`src/rtl/wrap030_dram_pkg.sv`:
```
`default_nettype none
// ============================================================================
// wrap030_dram_pkg
// ----------------------------------------------------------------------------
// Shared definitions for the Wrap030 DRAM arbiter and the RAS/CAS sequencer:
// arbiter state encoding, seqOp operation codes and timing defaults.
// Optional feature macro used by the arbiter: WRAP030_DMA_FAIR_EN.
// Revision: 1.0 - initial release
// ============================================================================
package wrap030_dram_pkg;

   typedef enum logic [2:0] {
      sHOLD = 3'd0,   // power-up hold
      sIRFS = 3'd1,   // launch one initial refresh
      sIWT  = 3'd2,   // wait for the initial refresh to finish
      sIDLE = 3'd3,   // arbitrate
      sGNT  = 3'd4,   // drive grant and launch the sequencer
      sWAIT = 3'd5    // hold grant until the sequencer finishes
   } arb_state_t;

   localparam logic [1:0] OP_NONE = 2'd0;
   localparam logic [1:0] OP_CPU  = 2'd1;
   localparam logic [1:0] OP_DMA  = 2'd2;
   localparam logic [1:0] OP_RFSH = 2'd3;

   // 390 cycles is 15.6 us at a 25 MHz bus clock
   localparam int DEF_RFSH_INTERVAL    = 390;
   localparam int DEF_INIT_HOLD        = 7;
   localparam int DEF_INIT_RFSH        = 8;
   localparam int DEF_DMA_STARVE_LIMIT = 4;

endpackage
`default_nettype wire

```
`src/rtl/wrap030_rfsh_sched.sv`:
```
`default_nettype none
// ============================================================================
// wrap030_rfsh_sched
// ----------------------------------------------------------------------------
// Refresh schedule: free-running interval counter (enabled by run), a
// saturating count of outstanding refreshes and a sticky overrun flag.
// Ports:
//   busClk, busReset_n : clock, synchronous active-low reset
//   run                : interval counter enable (initialization complete)
//   taken              : a refresh was granted this cycle
//   pend               : refreshes outstanding (0..3)
//   overrun            : sticky, a refresh was lost while pend was full
// Revision: 1.0 - initial release
// ============================================================================
module wrap030_rfsh_sched
   import wrap030_dram_pkg::*;
#(
   parameter int RFSH_INTERVAL = DEF_RFSH_INTERVAL
) (
   input  logic       busClk,
   input  logic       busReset_n,
   input  logic       run,
   input  logic       taken,
   output logic [1:0] pend,
   output logic       overrun
);

   localparam int CNT_W = (RFSH_INTERVAL > 1) ? $clog2(RFSH_INTERVAL) : 1;

   logic [CNT_W-1:0] ivl_cnt_q, ivl_cnt_d;
   logic [1:0]       pend_q, pend_d;
   logic             overrun_q, overrun_d;
   logic             wrap;

   always_comb begin
      wrap      = run && (ivl_cnt_q == CNT_W'(RFSH_INTERVAL - 1));
      ivl_cnt_d = ivl_cnt_q;
      pend_d    = pend_q;
      overrun_d = overrun_q;

      if (run) begin
         ivl_cnt_d = wrap ? '0 : ivl_cnt_q + CNT_W'(1);
      end

      // A wrap coinciding with a grant cancels out; otherwise a wrap with
      // the pending count already full loses a refresh.
      if (wrap && !taken) begin
         if (pend_q == 2'd3) begin
            overrun_d = 1'b1;
         end else begin
            pend_d = pend_q + 2'd1;
         end
      end else if (taken && !wrap && (pend_q != 2'd0)) begin
         pend_d = pend_q - 2'd1;
      end
   end

   always_ff @(posedge busClk) begin
      if (!busReset_n) begin
         ivl_cnt_q <= '0;
         pend_q    <= 2'd0;
         overrun_q <= 1'b0;
      end else begin
         ivl_cnt_q <= ivl_cnt_d;
         pend_q    <= pend_d;
         overrun_q <= overrun_d;
      end
   end

   assign pend    = pend_q;
   assign overrun = overrun_q;

endmodule
`default_nettype wire

```
`src/rtl/wrap030_dram_arbiter.sv`:
```
`default_nettype none
// ============================================================================
// wrap030_dram_arbiter
// ----------------------------------------------------------------------------
// Shares the DRAM array between CPU cycles, DMA/video and CBR refresh.
// Performs the power-up hold and initial refresh burst, then arbitrates:
// urgent refresh > CPU > DMA > deferred refresh, one operation at a time.
// Optional feature macro: WRAP030_DMA_FAIR_EN - DMA outranks CPU after
// DMA_STARVE_LIMIT consecutive CPU grants made while DMA was waiting.
// Ports:
//   busClk, busReset_n : clock, synchronous active-low reset
//   cpuReq / cpuGnt    : CPU request level / ownership
//   dmaReq / dmaGnt    : DMA request level / ownership
//   seqStart, seqOp    : sequencer launch pulse and operation code
//   seqDone            : sequencer completion pulse
//   rfshPend           : refreshes outstanding
//   rfshOverrun        : sticky lost-refresh flag
//   initDone           : initialization complete
// Revision: 1.0 - initial release
// ============================================================================
module wrap030_dram_arbiter
   import wrap030_dram_pkg::*;
#(
   parameter int RFSH_INTERVAL    = DEF_RFSH_INTERVAL,
   parameter int INIT_HOLD        = DEF_INIT_HOLD,
   parameter int INIT_RFSH        = DEF_INIT_RFSH
`ifdef WRAP030_DMA_FAIR_EN
   ,parameter int DMA_STARVE_LIMIT = DEF_DMA_STARVE_LIMIT
`endif
) (
   input  logic       busClk,
   input  logic       busReset_n,
   input  logic       cpuReq,
   output logic       cpuGnt,
   input  logic       dmaReq,
   output logic       dmaGnt,
   output logic       seqStart,
   output logic [1:0] seqOp,
   input  logic       seqDone,
   output logic [1:0] rfshPend,
   output logic       rfshOverrun,
   output logic       initDone
);

   localparam int HOLD_W = (INIT_HOLD > 1) ? $clog2(INIT_HOLD) : 1;
   localparam int INIT_W = $clog2(INIT_RFSH + 1);

   arb_state_t        state_q, state_d;
   logic [HOLD_W-1:0] hold_cnt_q, hold_cnt_d;
   logic [INIT_W-1:0] init_cnt_q, init_cnt_d;
   logic [1:0]        owner_q, owner_d;
   logic              cpu_gnt_q, cpu_gnt_d;
   logic              dma_gnt_q, dma_gnt_d;
   logic              seq_start_q, seq_start_d;
   logic [1:0]        seq_op_q, seq_op_d;
   logic              init_done_q, init_done_d;

   logic [1:0]        rfsh_pend;
   logic              rfsh_taken;
   logic [1:0]        winner;
   logic              dma_favoured;

`ifdef WRAP030_DMA_FAIR_EN
   localparam int STARVE_W = $clog2(DMA_STARVE_LIMIT + 1);
   logic [STARVE_W-1:0] starve_cnt_q, starve_cnt_d;

   assign dma_favoured = dmaReq && (starve_cnt_q == STARVE_W'(DMA_STARVE_LIMIT));

   always_comb begin
      starve_cnt_d = starve_cnt_q;
      if (state_q == sIDLE) begin
         if (winner == OP_DMA) begin
            starve_cnt_d = '0;
         end else if ((winner == OP_CPU) && dmaReq &&
                      (starve_cnt_q != STARVE_W'(DMA_STARVE_LIMIT))) begin
            starve_cnt_d = starve_cnt_q + STARVE_W'(1);
         end
      end
   end

   always_ff @(posedge busClk) begin
      if (!busReset_n) begin
         starve_cnt_q <= '0;
      end else begin
         starve_cnt_q <= starve_cnt_d;
      end
   end
`else
   assign dma_favoured = 1'b0;
`endif

   // Arbitration result; only acted on in sIDLE.
   always_comb begin
      winner = OP_NONE;
      if (rfsh_pend >= 2'd2) begin
         winner = OP_RFSH;
      end else if (dma_favoured) begin
         winner = OP_DMA;
      end else if (cpuReq) begin
         winner = OP_CPU;
      end else if (dmaReq) begin
         winner = OP_DMA;
      end else if (rfsh_pend == 2'd1) begin
         winner = OP_RFSH;
      end
   end

   // The pending count drops at the decision edge, before the refresh runs.
   assign rfsh_taken = (state_q == sIDLE) && (winner == OP_RFSH);

   wrap030_rfsh_sched #(
      .RFSH_INTERVAL (RFSH_INTERVAL)
   ) u_rfsh_sched (
      .busClk     (busClk),
      .busReset_n (busReset_n),
      .run        (init_done_q),
      .taken      (rfsh_taken),
      .pend       (rfsh_pend),
      .overrun    (rfshOverrun)
   );

   always_comb begin
      state_d     = state_q;
      hold_cnt_d  = hold_cnt_q;
      init_cnt_d  = init_cnt_q;
      owner_d     = owner_q;
      cpu_gnt_d   = cpu_gnt_q;
      dma_gnt_d   = dma_gnt_q;
      seq_start_d = 1'b0;
      seq_op_d    = seq_op_q;
      init_done_d = init_done_q;

      case (state_q)
         sHOLD: begin
            if (hold_cnt_q == HOLD_W'(INIT_HOLD - 1)) begin
               state_d = sIRFS;
            end else begin
               hold_cnt_d = hold_cnt_q + HOLD_W'(1);
            end
         end
         sIRFS: begin
            seq_start_d = 1'b1;
            seq_op_d    = OP_RFSH;
            state_d     = sIWT;
         end
         sIWT: begin
            if (seqDone) begin
               seq_op_d   = OP_NONE;
               init_cnt_d = init_cnt_q + INIT_W'(1);
               if (init_cnt_q == INIT_W'(INIT_RFSH - 1)) begin
                  init_done_d = 1'b1;
                  state_d     = sIDLE;
               end else begin
                  state_d = sIRFS;
               end
            end
         end
         sIDLE: begin
            if (winner != OP_NONE) begin
               owner_d = winner;
               state_d = sGNT;
            end
         end
         sGNT: begin
            seq_start_d = 1'b1;
            seq_op_d    = owner_q;
            cpu_gnt_d   = (owner_q == OP_CPU);
            dma_gnt_d   = (owner_q == OP_DMA);
            state_d     = sWAIT;
         end
         sWAIT: begin
            if (seqDone) begin
               cpu_gnt_d = 1'b0;
               dma_gnt_d = 1'b0;
               seq_op_d  = OP_NONE;
               owner_d   = OP_NONE;
               state_d   = sIDLE;
            end
         end
         default: begin
            state_d = sHOLD;
         end
      endcase
   end

   always_ff @(posedge busClk) begin
      if (!busReset_n) begin
         state_q     <= sHOLD;
         hold_cnt_q  <= '0;
         init_cnt_q  <= '0;
         owner_q     <= OP_NONE;
         cpu_gnt_q   <= 1'b0;
         dma_gnt_q   <= 1'b0;
         seq_start_q <= 1'b0;
         seq_op_q    <= OP_NONE;
         init_done_q <= 1'b0;
      end else begin
         state_q     <= state_d;
         hold_cnt_q  <= hold_cnt_d;
         init_cnt_q  <= init_cnt_d;
         owner_q     <= owner_d;
         cpu_gnt_q   <= cpu_gnt_d;
         dma_gnt_q   <= dma_gnt_d;
         seq_start_q <= seq_start_d;
         seq_op_q    <= seq_op_d;
         init_done_q <= init_done_d;
      end
   end

   assign cpuGnt   = cpu_gnt_q;
   assign dmaGnt   = dma_gnt_q;
   assign seqStart = seq_start_q;
   assign seqOp    = seq_op_q;
   assign rfshPend = rfsh_pend;
   assign initDone = init_done_q;

endmodule
`default_nettype wire

```
`config.mk`:
```
export PLATFORM = sky130hd
export DESIGN_NAME = wrap030_dram_arbiter
export DESIGN_NICKNAME = d
export VERILOG_FILES = /design/src/rtl/wrap030_dram_pkg.sv /design/src/rtl/wrap030_rfsh_sched.sv /design/src/rtl/wrap030_dram_arbiter.sv
export SDC_FILE = /design/constraint.sdc
export NUM_CORES = 1
export LEC_CHECK = 0
export ABC_AREA = 0
export CORE_ASPECT_RATIO = 2
export CORE_MARGIN = 3
export CORE_UTILIZATION = 51
export DETAILED_ROUTE_END_ITERATION = 6
export GPL_TIMING_DRIVEN = 0
export PLACE_DENSITY_LB_ADDON = 0.05
export SLEW_MARGIN = 10
export SYNTH_ARGS = -nofsm -noshare
export SYNTH_HDL_FRONTEND = slang
export SYNTH_SLANG_ARGS = --single-unit
```
`constraint.sdc`:
```
create_clock -name busClk -period 1.5 [get_ports busClk]
set_input_delay 0.3 -clock busClk [delete_from_list [all_inputs] [get_ports busClk]]
set_output_delay 0.3 -clock busClk [all_outputs]
set_load 0.005 [all_outputs]
```
---- Yosys cells after proc, flatten, opt, wreduce, memory -nomap -nowiden ----
Cells that the tools add are included.
W data, S select, Z words.
word-level totals
  input port bits ......................... 5
  flip-flop bits (word level) ............. 30
  logic and storage cells ................. 85
  output and inout bits ................... 9
cells by class
  multiplexer cells ....................... 22
  equality and inequality tests ........... 19
  $add $sub $neg .......................... 5
  bitwise gates (word level) .............. 1
  $lt $le $gt $ge ......................... 1
  reduce and logical (&&, ||, !) cells .... 25
operator list
  operator               count
  $mux W2                10
  $pmux W3 S6            1
  $mux W3                4
  $reduce_and A2 Y1      6
  $reduce_bool A2 Y1     5
  $add A9 B1 Y9 const B  1
  $eq A3 B3 Y1 const B   3
  $eq A9 B9 Y1 const B   1
  $mux W9                1
  $ne A2 B2 Y1 const B   4
  $eq A2 B2 Y1 const B   3
  $eq A3 B2 Y1 const B   2
  $pmux W2 S3            1
  $reduce_and A3 Y1      2
  $logic_and A1 B1 Y1    5
  $add A4 B1 Y4 const B  1
  $eq A2 B1 Y1 const B   2
  $eq A4 B3 Y1 const B   1
  $ne A2 B1 Y1 const B   2
  $pmux W1 S2            2
  $pmux W2 S2            1
  $reduce_and A4 Y1      1
  $reduce_or A2 Y1       2
  $add A3 B1 Y3 const B  1
  other kinds (9)        11

---- Depth between registers and ports, before layout ----
  depth after elaboration ................. 11
  gate-level depth with buffers ........... 7
  depth with buffers taken out ............ 7

---- Cells and area by module ----
Synthesis repeated with hierarchy kept, for this count alone.
unflattened totals
  cells, all modules ...................... 181
  area, all modules ....................... 1612.8 µm²
by module, submodules not included
  module                instances  sequential area each (µm²)  area each (µm²)  cells an instance
  wrap030_dram_arbiter  1          360.3                       930.9            102
  wrap030_rfsh_sched    1          240.2                       681.9            79

---- Worst setup path before layout ----
Ideal clock, no wire load.
  path type ............................... reg2reg
  start ................................... register u_rfsh_sched.pend_q[1] (netlist: u_rfsh_sched.pend[1])
  end ..................................... register u_rfsh_sched.pend_q[1] (netlist: u_rfsh_sched.pend[1])
  data arrival time ....................... 1.681 ns
  data required time ...................... 1.434 ns
  stages on the path, launching flop included .. 8
  buffers on the path ..................... 0
  setup time .............................. 0.066 ns
  period minus slack after synthesis ...... 1.747 ns
  path slack .............................. -0.247 ns
  cells stage by stage .................... dfxtp_1 > inv_1 > ha_1 > nor3b_1 > o31ai_1 > nor3_2 > mux2_4 > a21boi_2
on the way
  longest elaborated chain between the ends .. 11
  elaborated cells on any way between the ends .. 22
  those cells by class .................... 2 x add/sub; 1 x order compare; 4 x eq/ne; 7 x mux; 8 x reduce/logical
RTL lines
  what                                                                 RTL line                                            text
  from (decl)                                                          wrap030_rfsh_sched.sv:31                            logic [1:0] pend_q, pend_d;
  from (signal assigned)                                               wrap030_rfsh_sched.sv:65                            pend_q <= pend_d;
  $eq A2 B1 Y1                                                         wrap030_dram_arbiter.sv:103                         end else if (rfsh_pend == 2'd1) begin
  $mux W2                                                              wrap030_dram_arbiter.sv:103
  $mux W2                                                              wrap030_dram_arbiter.sv:101                         end else if (dmaReq) begin
  $mux W2                                                              wrap030_dram_arbiter.sv:99                          end else if (cpuReq) begin
  $mux W2                                                              wrap030_dram_arbiter.sv:95                          if (rfsh_pend >= 2'd2) begin
  $eq A2 B2 Y1                                                         wrap030_dram_arbiter.sv:109                         assign rfsh_taken = (state_q == sIDLE) && (winner == OP_RFSH);
  $logic_and A1 B1 Y1                                                  wrap030_dram_arbiter.sv:109
  $logic_not A1 Y1 or $logic_and A1 B1 Y1 (tied branches)              wrap030_rfsh_sched.sv:47, wrap030_rfsh_sched.sv:53
  $logic_and A1 B1 Y1, on equally long branches                        wrap030_rfsh_sched.sv:47, wrap030_rfsh_sched.sv:53
  $ne A2 B2 Y1 (no source line) or $reduce_bool A2 Y1 (tied branches)  --
  $reduce_and A2 Y1 (no source line)                                   --
Several ways; a longest one is shown, not always the timed one. The select of a mux whose other input is x is not followed.
A chain may end at the register's enable or synchronous reset.

---- Worst setup path in the final report ----
  start ................................... register u_rfsh_sched.ivl_cnt_q[3]
  end ..................................... register u_rfsh_sched.pend_q[1] (netlist: u_rfsh_sched.pend[1])
on the way
  longest elaborated chain between the ends .. 7
  elaborated cells on any way between the ends .. 10
  those cells by class .................... 2 x eq/ne; 1 x mux; 7 x reduce/logical
RTL lines
  what                                 RTL line                  text
  from (decl)                          wrap030_rfsh_sched.sv:30  logic [CNT_W-1:0] ivl_cnt_q, ivl_cnt_d;
  from (signal assigned)               wrap030_rfsh_sched.sv:64  ivl_cnt_q <= ivl_cnt_d;
  $eq A9 B9 Y1 *                       wrap030_rfsh_sched.sv:36  wrap = run && (ivl_cnt_q == CNT_W'(RFSH_INTERVAL - 1));
  $logic_and A1 B1 Y1 *                wrap030_rfsh_sched.sv:36
  $logic_not A1 Y1                     wrap030_rfsh_sched.sv:53  end else if (taken && !wrap && (pend_q != 2'd0)) begin
  $logic_and A1 B1 Y1 (2 in series)    wrap030_rfsh_sched.sv:53
  $reduce_bool A2 Y1 (no source line)  --
  $reduce_and A2 Y1 (no source line)   --
Mark *: on every way between the ends. The rest lies on a longest branch, timed or not.

==> flow_summary_export.csv <==
group,metric,value,unit
status,status,"complete, but fails checks",
status,violations,"negative setup slack",
pwr,powerDensity,892,mW/mm^2
synth,ys_seq_elements,30,
placement,placed_area,0.00176,mm^2
synth,synth-edff-count,0,
global_route,gr-usage-all-layers,0.211,
synth,syn-num-nets,191,
critical_path,end_kind,"register",
pwr,p_leak,0.000805,uW
floorplanning,coreArea,0.00284,mm^2
floorplanning,rows,27,
synth,yosysTopAreaCell,"dfxtp_1",
sta,rsz0062_at_grt,"true",
worst_hold_path,whs_path_depth,2,
sta,clock_skew,0.00529,ns
critical_path,worstSetupPathType,"register to register",
worst_hold_path,whs_endpoint,"u_rfsh_sched.overrun$_SDFFE_PN0P_",
finish,layout-drive-gt1-share,0.273,
cts,clock-sinks,30,
sta,setup_viol,4,
synth,synth_cell_type_count,36,
global_route,grt_overflow,0,
job,drv_cap,0,
route,vias,1297,
sta,layout_min_cycle_time,1.60,ns
route,wl_per_cell,14.6,um
critical_path,cp_max_fo,4,
cts,cts_root_buf,"clkbuf_8",
sta,worstMarginPinSlew,0.424,ns
route,drt-pass1-iter-count,4,
synth,yosysMostFrequentCell,"dfxtp_1",
placement,place_congestion,0.905,
cts,clk_path_buf_depth,2,
floorplanning,initial_core_util,0.547,
sta,finalCritPeriodShare,1.07,
sta,finalSetupTns,-0.176,ns
worst_hold_path,hp-start,"u_rfsh_sched.overrun$_SDFFE_PN0P_",
cts,cts_buffers,5,
cts,clk_latency,0.28,ns
sta,finalMaxSlewViolations,0,
sta,final_hold_viol_count,0,
synth,synth_commonest_cells,"dfxtp_1, nand2_1, nor2_1",
global_route,grt_antenna_before_repair,0,
route,ant_nets,0,
critical_path,timing.rr.end,"u_rfsh_sched.pend[1]$_SDFFE_PN0P_",
critical_path,r2r_start,"u_rfsh_sched.ivl_cnt_q[3]$_SDFFE_PN0P_",
synth,yosys-top-cells-area,"dfxtp_1, ha_1, nand2_1",
finish,final_cell_area,0.00206,mm^2
placement,hpwl,2420,um
synth,syn-mean-instance-area,8.77,um^2
global_route,grt_pass1_vias,1383,
floorplanning,die_area,0.00378,mm^2
route,vias_per_cell,5.45,
route,drtIter0Drc,9,
synth,synthCells,177,
worst_hold_path,hold_class,"register to register",
critical_path,critPathLaunch,"u_rfsh_sched.ivl_cnt_q[3]$_SDFFE_PN0P_",
critical_path,cp-start-kind,"register",
cts,cts_tree,"yes",
floorplanning,ios,14,
placement,portBuffers,13,
finish,area_growth,33.0,%
pwr,ir_drop,0.873,mV
floorplanning,fp.dieH,84,um
cts,ctsHoldBuffers,0,
cts,clk_pin_slew,0.06,ns
critical_path,cp.required,1.71,ns
global_route,grt_pass1_wl,6020,um
route,drc_errors,0,
critical_path,r2r_setup_slack,-0.1,ns
floorplanning,die_w,45,um
finish,layout.nets,224,
synth,synth_top_flop_cell,"dfxtp_1",
sta,relSlewSlack,0.717,
synth,synth_top_area_frac,0.387,
synth,synth_warnings,0,
synth,synth_async_sr_flop_share,0,
critical_path,rr_worst_depth,5,
critical_path,worstPathArrival,1.81,ns
sta,clock.fmax,625,MHz
cts,cts_max_level,2,
sta,setup_ws,-0.0998,ns
route,wirelength,3470,um
finish,diodes,0,
synth,ys_seq_area_frac,0.387,
synth,synth_area,0.00155,mm^2
global_route,grt_max_degree,11,
critical path: stages (launching register included):
cell,delay (ns)
dfxtp_2,0.33
or2_4,0.26
nor4b_4,0.37
nor3_2,0.11
mux2_4,0.32
a21boi_2,0.13
placed cells by master, fill, tap and decap left out, types with 3 or more instances in the layout:
| master | count |
|---|---|
| a21oi_1 | 9 |
| nor3_1 | 3 |
| and2_1 | 5 |
| clkbuf_8 | 6 |
| dfxtp_1 | 22 |
| ha_1 | 4 |
| nand4_1 | 3 |
| nand2_1 | 20 |
| ha_4 | 3 |
| nand2b_1 | 3 |
| nor2b_1 | 10 |
| o21ai_0 | 4 |
| dfxtp_2 | 6 |
| buf_4 | 12 |
| mux2i_1 | 5 |
| clkdlybuf4s50_1 | 12 |
| xor2_1 | 5 |
| xnor2_1 | 8 |
| nor2_1 | 17 |
kinds of logic (layout without fill, tap and decap cells):
family,count (synthesis),in the layout,share of synthesized area
buf+inv,11,43,0.0274
mux,6,6,0.0419
xor+xnor,13,13,0.0734
compound gates,24,24,0.102
simple gates,84,84,0.295
fa+ha+maj,9,9,0.0726
flops,30,30,0.387
flip-flops by register name (all words and copies together) (netlist names):
signal / cells
u_rfsh_sched.overrun: 1
owner_q: 2
cpuGnt: 1
seqOp: 2
seqStart: 1
hold_cnt_q: 3
state_q: 3
initDone: 1
init_cnt_q: 4
u_rfsh_sched.ivl_cnt_q: 9
u_rfsh_sched.pend: 2
dmaGnt: 1
through the flow:
stage	hold WS (ns)	utilization	total power (uW)	instances	worst slack, ns
final	0.503	0.727	1840	238	-0.0998
after detailed placement	0.489	0.620	1170	219	-0.659
after floorplan	0.425	-	1080	177	-0.0644
after CTS	0.506	0.698	1830	233	-0.0931
after global routing	0.566	0.727	1930	238	-0.153
after global placement	0.473	0.620	1150	219	-0.674
report_power, final:
group	internal, uW	leakage [uW]	switching [uW]
combinational	171	0.000515	144
sequential	843	0.000247	52.5
clock	353	0.0000431	278
total	1370	0.000805	474
layout make-up:
class                           instances  area (um^2)
Inverter                                5         21.3
Tap cell                               29         36.3
Multi-Input combinational cell        136         1040
Sequential cell                        30          616
Clock buffer                            6         82.6
Fill cell                             215          774
Timing Repair Buffer                   26          234
Buffer                                  6         33.8
layer usage:
metal / routed length, um / GRT usage / vias up
li1: - / - / 664
met1: 1380 / 0.228 / 602
met2: 1890 / 0.354 / 21
met3: 117 / 0.0605 / 10
met4: 90 / 0.101 / 0
met5: 0 / 0 / -
how the worst max path moves through the flow:
stage / end / slack, ns / depth (start not counted)
2_1_floorplan: u_rfsh_sched.pend[1]$_SDFFE_PN0P_ / -0.06 / 7
3_3_place_gp: init_cnt_q[3]$_SDFFE_PN0P_ / -0.67 / 6
3_5_place_dp: init_cnt_q[3]$_SDFFE_PN0P_ / -0.66 / 6
4_1_cts: u_rfsh_sched.pend[1]$_SDFFE_PN0P_ / -0.09 / 7
5_1_grt: u_rfsh_sched.pend[0]$_SDFFE_PN0P_ / -0.15 / 6
6_report: u_rfsh_sched.pend[1]$_SDFFE_PN0P_ / -0.1 / 5
repair_timing:
| item | in CTS | in global routing |
|---|---|---|
| buffers inserted | 8 | 5 |
| setup endpoints to repair | 23 | 22 |
| resized for setup | 21 | 17 |
| pin swaps | 7 | 10 |
(Power assumes the default switching activity.)
